<file path="src/rtl/alu_mc.sv">
// alu_mc: multi-cycle signed ALU for the MUSA datapath.
// Add/sub/logic/BRFL finish in one cycle; multiply and divide
// run one bit per cycle behind a start/busy/done handshake.
//
// Ports:
//   clk, rst_n      clock, async active-low reset
//   start           request, sampled only while idle
//   func            operation code
//   op1, op2        signed operands
//   flags_in        {above, equals, overflow} compared by BRFL
//   busy            multi-cycle operation in flight
//   done            one-cycle pulse, result/flags updated
//   result          registered result
//   flags_out       registered {above, equals, overflow}
module alu_mc #(
    parameter int WIDTH = 32,
    parameter int CNT_W = $clog2(WIDTH + 1)
) (
    input  logic             clk,
    input  logic             rst_n,
    input  logic             start,
    input  logic [5:0]       func,
    input  logic [WIDTH-1:0] op1,
    input  logic [WIDTH-1:0] op2,
    input  logic [2:0]       flags_in,
    output logic             busy,
    output logic             done,
    output logic [WIDTH-1:0] result,
    output logic [2:0]       flags_out
);

    localparam logic [5:0] F_ADD  = 6'b100000;
    localparam logic [5:0] F_SUB  = 6'b100010;
    localparam logic [5:0] F_MUL  = 6'b011000;
    localparam logic [5:0] F_DIV  = 6'b011010;
    localparam logic [5:0] F_AND  = 6'b100100;
    localparam logic [5:0] F_OR   = 6'b100101;
    localparam logic [5:0] F_NOT  = 6'b100111;
    localparam logic [5:0] F_BRFL = 6'b111111;

    typedef enum logic [1:0] {
        IDLE,
        ITER,
        FIX
    } state_t;

    state_t state, state_nxt;

    logic [CNT_W-1:0]   cnt;
    // MUL: {partial product, multiplier}; DIV: {remainder, quotient}
    logic [2*WIDTH-1:0] acc;
    // multiplicand or divisor magnitude
    logic [WIDTH-1:0]   dsr;
    logic               sign;
    logic               is_div;

    logic             is_mul_f;
    logic             is_div_f;
    logic             op2_zero;
    logic             go_iter;
    logic [WIDTH-1:0] a_abs;
    logic [WIDTH-1:0] b_abs;
    logic [WIDTH-1:0] sum;
    logic [WIDTH-1:0] diff;
    logic             add_ovf;
    logic             sub_ovf;

    assign is_mul_f = (func == F_MUL);
    assign is_div_f = (func == F_DIV);
    assign op2_zero = (op2 == '0);
    assign go_iter  = start && (is_mul_f || (is_div_f && !op2_zero));

    // most-negative operand maps to 2^(WIDTH-1), still fits unsigned
    assign a_abs = op1[WIDTH-1] ? -op1 : op1;
    assign b_abs = op2[WIDTH-1] ? -op2 : op2;

    assign sum     = op1 + op2;
    assign diff    = op1 - op2;
    assign add_ovf = (op1[WIDTH-1] == op2[WIDTH-1]) &&
                     (sum[WIDTH-1] != op1[WIDTH-1]);
    assign sub_ovf = (op1[WIDTH-1] != op2[WIDTH-1]) &&
                     (diff[WIDTH-1] != op1[WIDTH-1]);

    // iteration step datapath
    logic [WIDTH:0] mul_sum;
    logic [WIDTH:0] div_shift;
    logic [WIDTH:0] div_trial;

    assign mul_sum   = {1'b0, acc[2*WIDTH-1:WIDTH]} +
                       {1'b0, {WIDTH{acc[0]}} & dsr};
    assign div_shift = {acc[2*WIDTH-1:WIDTH], acc[WIDTH-1]};
    assign div_trial = div_shift - {1'b0, dsr};

    // sign fix-up datapath
    logic [2*WIDTH-1:0] prod;
    logic [WIDTH-1:0]   quot;
    logic [WIDTH:0]     prod_top;
    logic               mul_ovf;
    logic               div_ovf;

    assign prod     = sign ? -acc : acc;
    assign quot     = sign ? -acc[WIDTH-1:0] : acc[WIDTH-1:0];
    // representable iff top WIDTH+1 bits are a pure sign extension
    assign prod_top = prod[2*WIDTH-1:WIDTH-1];
    assign mul_ovf  = !((&prod_top) || !(|prod_top));
    // only min / -1 yields a positive quotient of 2^(WIDTH-1)
    assign div_ovf  = !sign && acc[WIDTH-1];

    always_ff @(posedge clk or negedge rst_n) begin
        if (!rst_n) begin
            state <= IDLE;
        end else begin
            state <= state_nxt;
        end
    end

    always_comb begin
        state_nxt = state;
        busy      = 1'b0;
        unique case (state)
            IDLE: begin
                if (go_iter) state_nxt = ITER;
            end
            ITER: begin
                busy = 1'b1;
                if (cnt == CNT_W'(1)) state_nxt = FIX;
            end
            FIX: begin
                busy      = 1'b1;
                state_nxt = IDLE;
            end
            default: state_nxt = IDLE;
        endcase
    end

    always_ff @(posedge clk or negedge rst_n) begin
        if (!rst_n) begin
            cnt       <= '0;
            acc       <= '0;
            dsr       <= '0;
            sign      <= 1'b0;
            is_div    <= 1'b0;
            done      <= 1'b0;
            result    <= '0;
            flags_out <= 3'b000;
        end else begin
            done <= 1'b0;
            unique case (state)
                IDLE: begin
                    if (go_iter) begin
                        acc    <= {{WIDTH{1'b0}}, is_mul_f ? b_abs : a_abs};
                        dsr    <= is_mul_f ? a_abs : b_abs;
                        sign   <= op1[WIDTH-1] ^ op2[WIDTH-1];
                        is_div <= is_div_f;
                        cnt    <= CNT_W'(WIDTH);
                    end else if (start) begin
                        done <= 1'b1;
                        unique case (func)
                            F_ADD: begin
                                result    <= sum;
                                flags_out <= {2'b00, add_ovf};
                            end
                            F_SUB: begin
                                result    <= diff;
                                flags_out <= {$signed(op1) > $signed(op2),
                                              op1 == op2, sub_ovf};
                            end
                            F_DIV: begin
                                result    <= '0;
                                flags_out <= 3'b001;
                            end
                            F_AND:  result <= op1 & op2;
                            F_OR:   result <= op1 | op2;
                            F_NOT:  result <= ~op1;
                            F_BRFL: begin
                                result <= {{(WIDTH-1){1'b0}},
                                           op1[2:0] == flags_in};
                            end
                            default: ;
                        endcase
                    end
                end
                ITER: begin
                    cnt <= cnt - CNT_W'(1);
                    if (is_div) begin
                        // restoring step: keep trial only if non-negative
                        acc <= div_trial[WIDTH] ?
                               {div_shift[WIDTH-1:0], acc[WIDTH-2:0], 1'b0} :
                               {div_trial[WIDTH-1:0], acc[WIDTH-2:0], 1'b1};
                    end else begin
                        acc <= {mul_sum, acc[WIDTH-1:1]};
                    end
                end
                FIX: begin
                    result    <= is_div ? quot : prod[WIDTH-1:0];
                    flags_out <= {2'b00, is_div ? div_ovf : mul_ovf};
                    done      <= 1'b1;
                end
                default: ;
            endcase
        end
    end

endmodule

</file>
<file path="config.mk">
export PLATFORM = sky130hd
export DESIGN_NAME = alu_mc
export DESIGN_NICKNAME = d
export VERILOG_FILES = /design/src/rtl/alu_mc.sv
export SDC_FILE = /design/constraint.sdc
export NUM_CORES = 1
export LEC_CHECK = 0
export CORE_MARGIN = 2
export CORE_UTILIZATION = 35
export CTS_CLUSTER_DIAMETER = 80
export DETAILED_ROUTE_END_ITERATION = 8
export DONT_BUFFER_PORTS = 1
export SYNTH_ARGS = -nofsm -noshare
export SYNTH_HDL_FRONTEND = slang
export SYNTH_SLANG_ARGS = --single-unit
</file>
<file path="constraint.sdc">
create_clock -name clk -period 11.5 [get_ports clk]
set_input_delay 1.725 -clock clk [delete_from_list [all_inputs] [get_ports clk]]
set_output_delay 1.725 -clock clk [all_outputs]
set_load 0.005 [all_outputs]
</file>
==> flow_results.xml <==
<?xml version="1.0" encoding="UTF-8"?>
<metrics>
  <group name="run_status">
    <metric name="outcome" unit="">finished, final reports clean</metric>
  </group>
  <group name="routing">
    <metric name="vias" unit="">19300</metric>
    <metric name="viasPerCell" unit="">6.13</metric>
    <metric name="drc" unit="">0</metric>
    <metric name="first_pass_iters" unit="">6</metric>
    <metric name="detail_route.wirelength" unit="mm">68.6</metric>
    <metric name="detail_route.wl_per_cell" unit="um">21.7</metric>
    <metric name="postRouteAntennaNets" unit="">0</metric>
    <metric name="drt_iter0_markers" unit="">1702</metric>
  </group>
  <group name="clocking">
    <metric name="number_of_buffers_created_by_cts" unit="">17</metric>
    <metric name="tritoncts_num_sinks" unit="">142</metric>
    <metric name="clk_pin_slew_worst_paths" unit="ps">60</metric>
    <metric name="post_cts_hold_buffer_count" unit="">0</metric>
    <metric name="cts_repair_resize_count" unit="">0</metric>
    <metric name="tritoncts_clock_tree" unit="">done</metric>
    <metric name="cts_buffer_depth" unit="">2</metric>
    <metric name="cts_setup_buffers" unit="">0</metric>
    <metric name="clock_tree_root_buffer_cell" unit="">clkbuf_16</metric>
    <metric name="h-tree-depth" unit="">4</metric>
    <metric name="clkLatencyLatePin" unit="ps">460</metric>
  </group>
  <group name="critical_path">
    <metric name="timing.setup.critical_path_class" unit="">input port to flop</metric>
    <metric name="crit_path_end_kind" unit="">flop</metric>
    <metric name="crit_arrival" unit="ps">5990</metric>
    <metric name="timing.reg2reg.worst_path_depth" unit="">12</metric>
    <metric name="timing.rr.end" unit="">flags_out[0]$_DFFE_PN0P_</metric>
    <metric name="reg2reg_setup_slack" unit="ps">6250</metric>
    <metric name="timing.critical_path.required" unit="ps">11840</metric>
    <metric name="regToRegStartpoint" unit="">acc[0]$_DFFE_PN0P_</metric>
    <metric name="worstSetupStartpointType" unit="">input port</metric>
    <metric name="path_max_fanout" unit="">11</metric>
  </group>
  <group name="place">
    <metric name="preCtsSetupSlack" unit="ps">5560</metric>
    <metric name="placedCellCount" unit="">3125</metric>
    <metric name="globalplace.congestion" unit="">1.01</metric>
    <metric name="portBuffers" unit="">0</metric>
    <metric name="postPlaceCellArea" unit="um^2">19400</metric>
    <metric name="dp.final_hpwl" unit="mm">51.6</metric>
  </group>
  <group name="hold_path">
    <metric name="min_path_cells" unit="">2</metric>
    <metric name="worstHoldPathType" unit="">flop to flop</metric>
    <metric name="sink_of_the_worst_hold_path" unit="">dsr[5]$_DFFE_PN0P_</metric>
    <metric name="start_point_of_the_worst_hold_path" unit="">dsr[5]$_DFFE_PN0P_</metric>
  </group>
  <group name="synth">
    <metric name="synth-compound-area-share" unit="">0.317</metric>
    <metric name="netlist.area_leader.share" unit="">0.187</metric>
    <metric name="synth_mux_area_frac" unit="">0.0411</metric>
    <metric name="synth_top_area_cell" unit="">dfrtp_1</metric>
    <metric name="synth-simple-area-share" unit="">0.193</metric>
    <metric name="synth_enable_flop_cells" unit="">0</metric>
    <metric name="synth_area_leaders" unit="">dfrtp_1 (19%), ha_1 (11%), a21oi_1 (6.6%)</metric>
    <metric name="netlist_instances" unit="">2568</metric>
    <metric name="post_synthesis_sequential_area_ratio" unit="">0.187</metric>
    <metric name="synthAdderAreaFrac" unit="">0.115</metric>
    <metric name="mean_area_per_synthesized_cell" unit="um^2">7.41</metric>
    <metric name="synthesis.yosys.warnings" unit="">0</metric>
    <metric name="synth.distinct_cells" unit="">96</metric>
    <metric name="synth_top_family_by_area" unit="">compound AO/OA/AOI/OAI gates</metric>
    <metric name="xor_xnor_fraction_of_synth_area" unit="">0.0796</metric>
    <metric name="yosys_register_bits" unit="">142</metric>
    <metric name="syn_nets" unit="">2817</metric>
    <metric name="async_reset_ff_frac" unit="">1.00</metric>
    <metric name="synthFlopType" unit="">dfrtp_1</metric>
    <metric name="post_synth_instance_area" unit="um^2">19000</metric>
  </group>
  <group name="cells_and_area">
    <metric name="layout.nets" unit="">2697</metric>
    <metric name="fin_area" unit="um^2">20000</metric>
    <metric name="area_delta_synth_final" unit="%">5.28</metric>
    <metric name="drive_gt1_frac" unit="">0.0581</metric>
    <metric name="antenna-diode-count" unit="">0</metric>
    <metric name="instances_no_fill" unit="">3157</metric>
  </group>
  <group name="timing">
    <metric name="holdWs" unit="ps">484</metric>
    <metric name="worst-slew-pin-transition" unit="ps">1130</metric>
    <metric name="timing.max_slew.rel_slack" unit="">0.243</metric>
    <metric name="max_freq" unit="MHz">177</metric>
    <metric name="worst_clock_skew" unit="ps">14.2</metric>
    <metric name="final.setup.worst_slack" unit="ps">5850</metric>
    <metric name="slew_viol_final" unit="">0</metric>
    <metric name="final-setup-viol-count" unit="">0</metric>
    <metric name="time_the_final_worst_path_needs_with_i_o_delays_and_setup" unit="ps">5650</metric>
    <metric name="rsz0062_at_grt" unit="">no</metric>
    <metric name="fin_tns_setup" unit="ps">0</metric>
    <metric name="hold_viol" unit="">0</metric>
    <metric name="final_min_period_over_clock_period" unit="">0.492</metric>
  </group>
  <group name="global_route">
    <metric name="wire_length_of_the_first_global_routing_pass" unit="mm">106</metric>
    <metric name="initial_antenna_violation_count" unit="">0</metric>
    <metric name="grt_ovf" unit="">0</metric>
    <metric name="grt_start_max_net_pins" unit="">143</metric>
    <metric name="groute.usage.overall" unit="">0.239</metric>
    <metric name="grt_pass1_vias" unit="">18300</metric>
  </group>
  <group name="floorplanning">
    <metric name="start_util" unit="">0.354</metric>
    <metric name="die_y" unit="um">237</metric>
    <metric name="floorplan.die_area" unit="um^2">56300</metric>
    <metric name="core-area" unit="um^2">53800</metric>
    <metric name="number_of_rows_created_at_floorplan" unit="">85</metric>
    <metric name="fp.dieW" unit="um">237</metric>
    <metric name="ioPinCount" unit="">113</metric>
  </group>
  <group name="pwr">
    <metric name="powerDensity" unit="nW/um^2">142</metric>
    <metric name="vdd.ir_drop.worst" unit="V">0.0000974</metric>
    <metric name="p_leak" unit="nW">8.32</metric>
  </group>
  <group name="flow_run">
    <metric name="maxCapViolCount" unit="">0</metric>
  </group>
</metrics>
[cells in the mapped netlist (22+ instances only)]
library cell and number:
nand2_1 213, nand2b_1 29, o221ai_1 33, xor2_1 68, a211oi_1 68, a31oi_1 27
mux2_2 33, inv_1 159, xnor2_1 105, o21ai_0 211, nand4_1 24, nand3_1 41
nor3_1 48, a21oi_1 250, o21bai_1 24, clkbuf_1 120, a221o_1 22, o22ai_1 35
nor2b_1 22, nor4_1 31, dfrtp_1 142, a21o_1 59, nor2_1 238, mux2i_1 41
ha_1 169, o31ai_1 39
[where the power goes]
group / switching [mW] / total [mW] / leakage (nW) / internal (mW)
clock: 0.261 / 0.596 / 0.291 / 0.335
sequential: 0.214 / 0.871 / 1.81 / 0.656
combinational: 0.842 / 1.38 / 6.22 / 0.541
total: 1.32 / 2.85 / 8.32 / 1.53
[flip-flops by register name, summed over array words and instances (netlist names)]
signal and flops:
acc 64, dsr 32, result 32, cnt 6, flags_out 3, state 2
done 1, is_div 1, sign 1
[critical path: stages]
cell,delay (ps)
inv_1,60
ha_1,450
nor4_1,400
a21oi_1,180
a21oi_1,260
nor3_1,110
o41ai_1,850
a211oi_1,350
o311ai_1,500
a221oi_1,230
a221o_1,340
a221o_1,350
a22o_1,190
[cells by family after synthesis]
kind of cell / Yosys count
fa+ha+maj: 173
simple gates: 756
flops: 142
buf+inv: 321
compound gates: 929
mux: 74
xor+xnor: 173
[cell type report]
type	count	area (um^2)
fillers	5622	33800
multi-input cells	2105	14200
flip-flops and latches	142	3560
well taps	696	871
inverters	160	601
clock buffers	19	453
repair buffers	22	165
clock inverters	13	154
[layout by cell type (no fill, tap or decap), types with 39 or more instances in the layout]
cell and instances:
xor2_1 68, inv_1 159, mux2i_1 41, o21ai_0 211, a21o_1 59, a211oi_1 68, a21oi_1 249, o31ai_1 39
xnor2_1 105, nand3_1 41, ha_1 167, dfrtp_1 140, nor3_1 48, nand2_1 211, nor2_1 238
[per-layer routing]
layer / part of all wire / GRT usage
met1: 0.44 / 0.314
met2: 0.46 / 0.393
met3: 0.069 / 0.0408
met4: 0.032 / 0.0884
met5: 0 / 0
[metrics by stage]
step                      utilization  power (mW)
final                           0.372        2.85
after global routing            0.372        3.05
after CTS                       0.372        2.84
after detailed placement        0.361        2.23
after global placement          0.361        2.21
after floorplan                     -        1.84
[worst max path at each step]
stage	end	start	cells after the start	slack (ps)
floorplan	result[31]$_DFFE_PN0P_	op1[4]	14	6350
global placement	result[31]$_DFFE_PN0P_	op1[4]	13	5620
detailed placement	result[31]$_DFFE_PN0P_	op1[4]	13	5560
CTS	result[31]$_DFFE_PN0P_	op1[4]	13	6020
global route	result[31]$_DFFE_PN0P_	op2[7]	13	5540
finish	result[31]$_DFFE_PN0P_	op1[4]	13	5850
(Power assumes the default switching activity.)
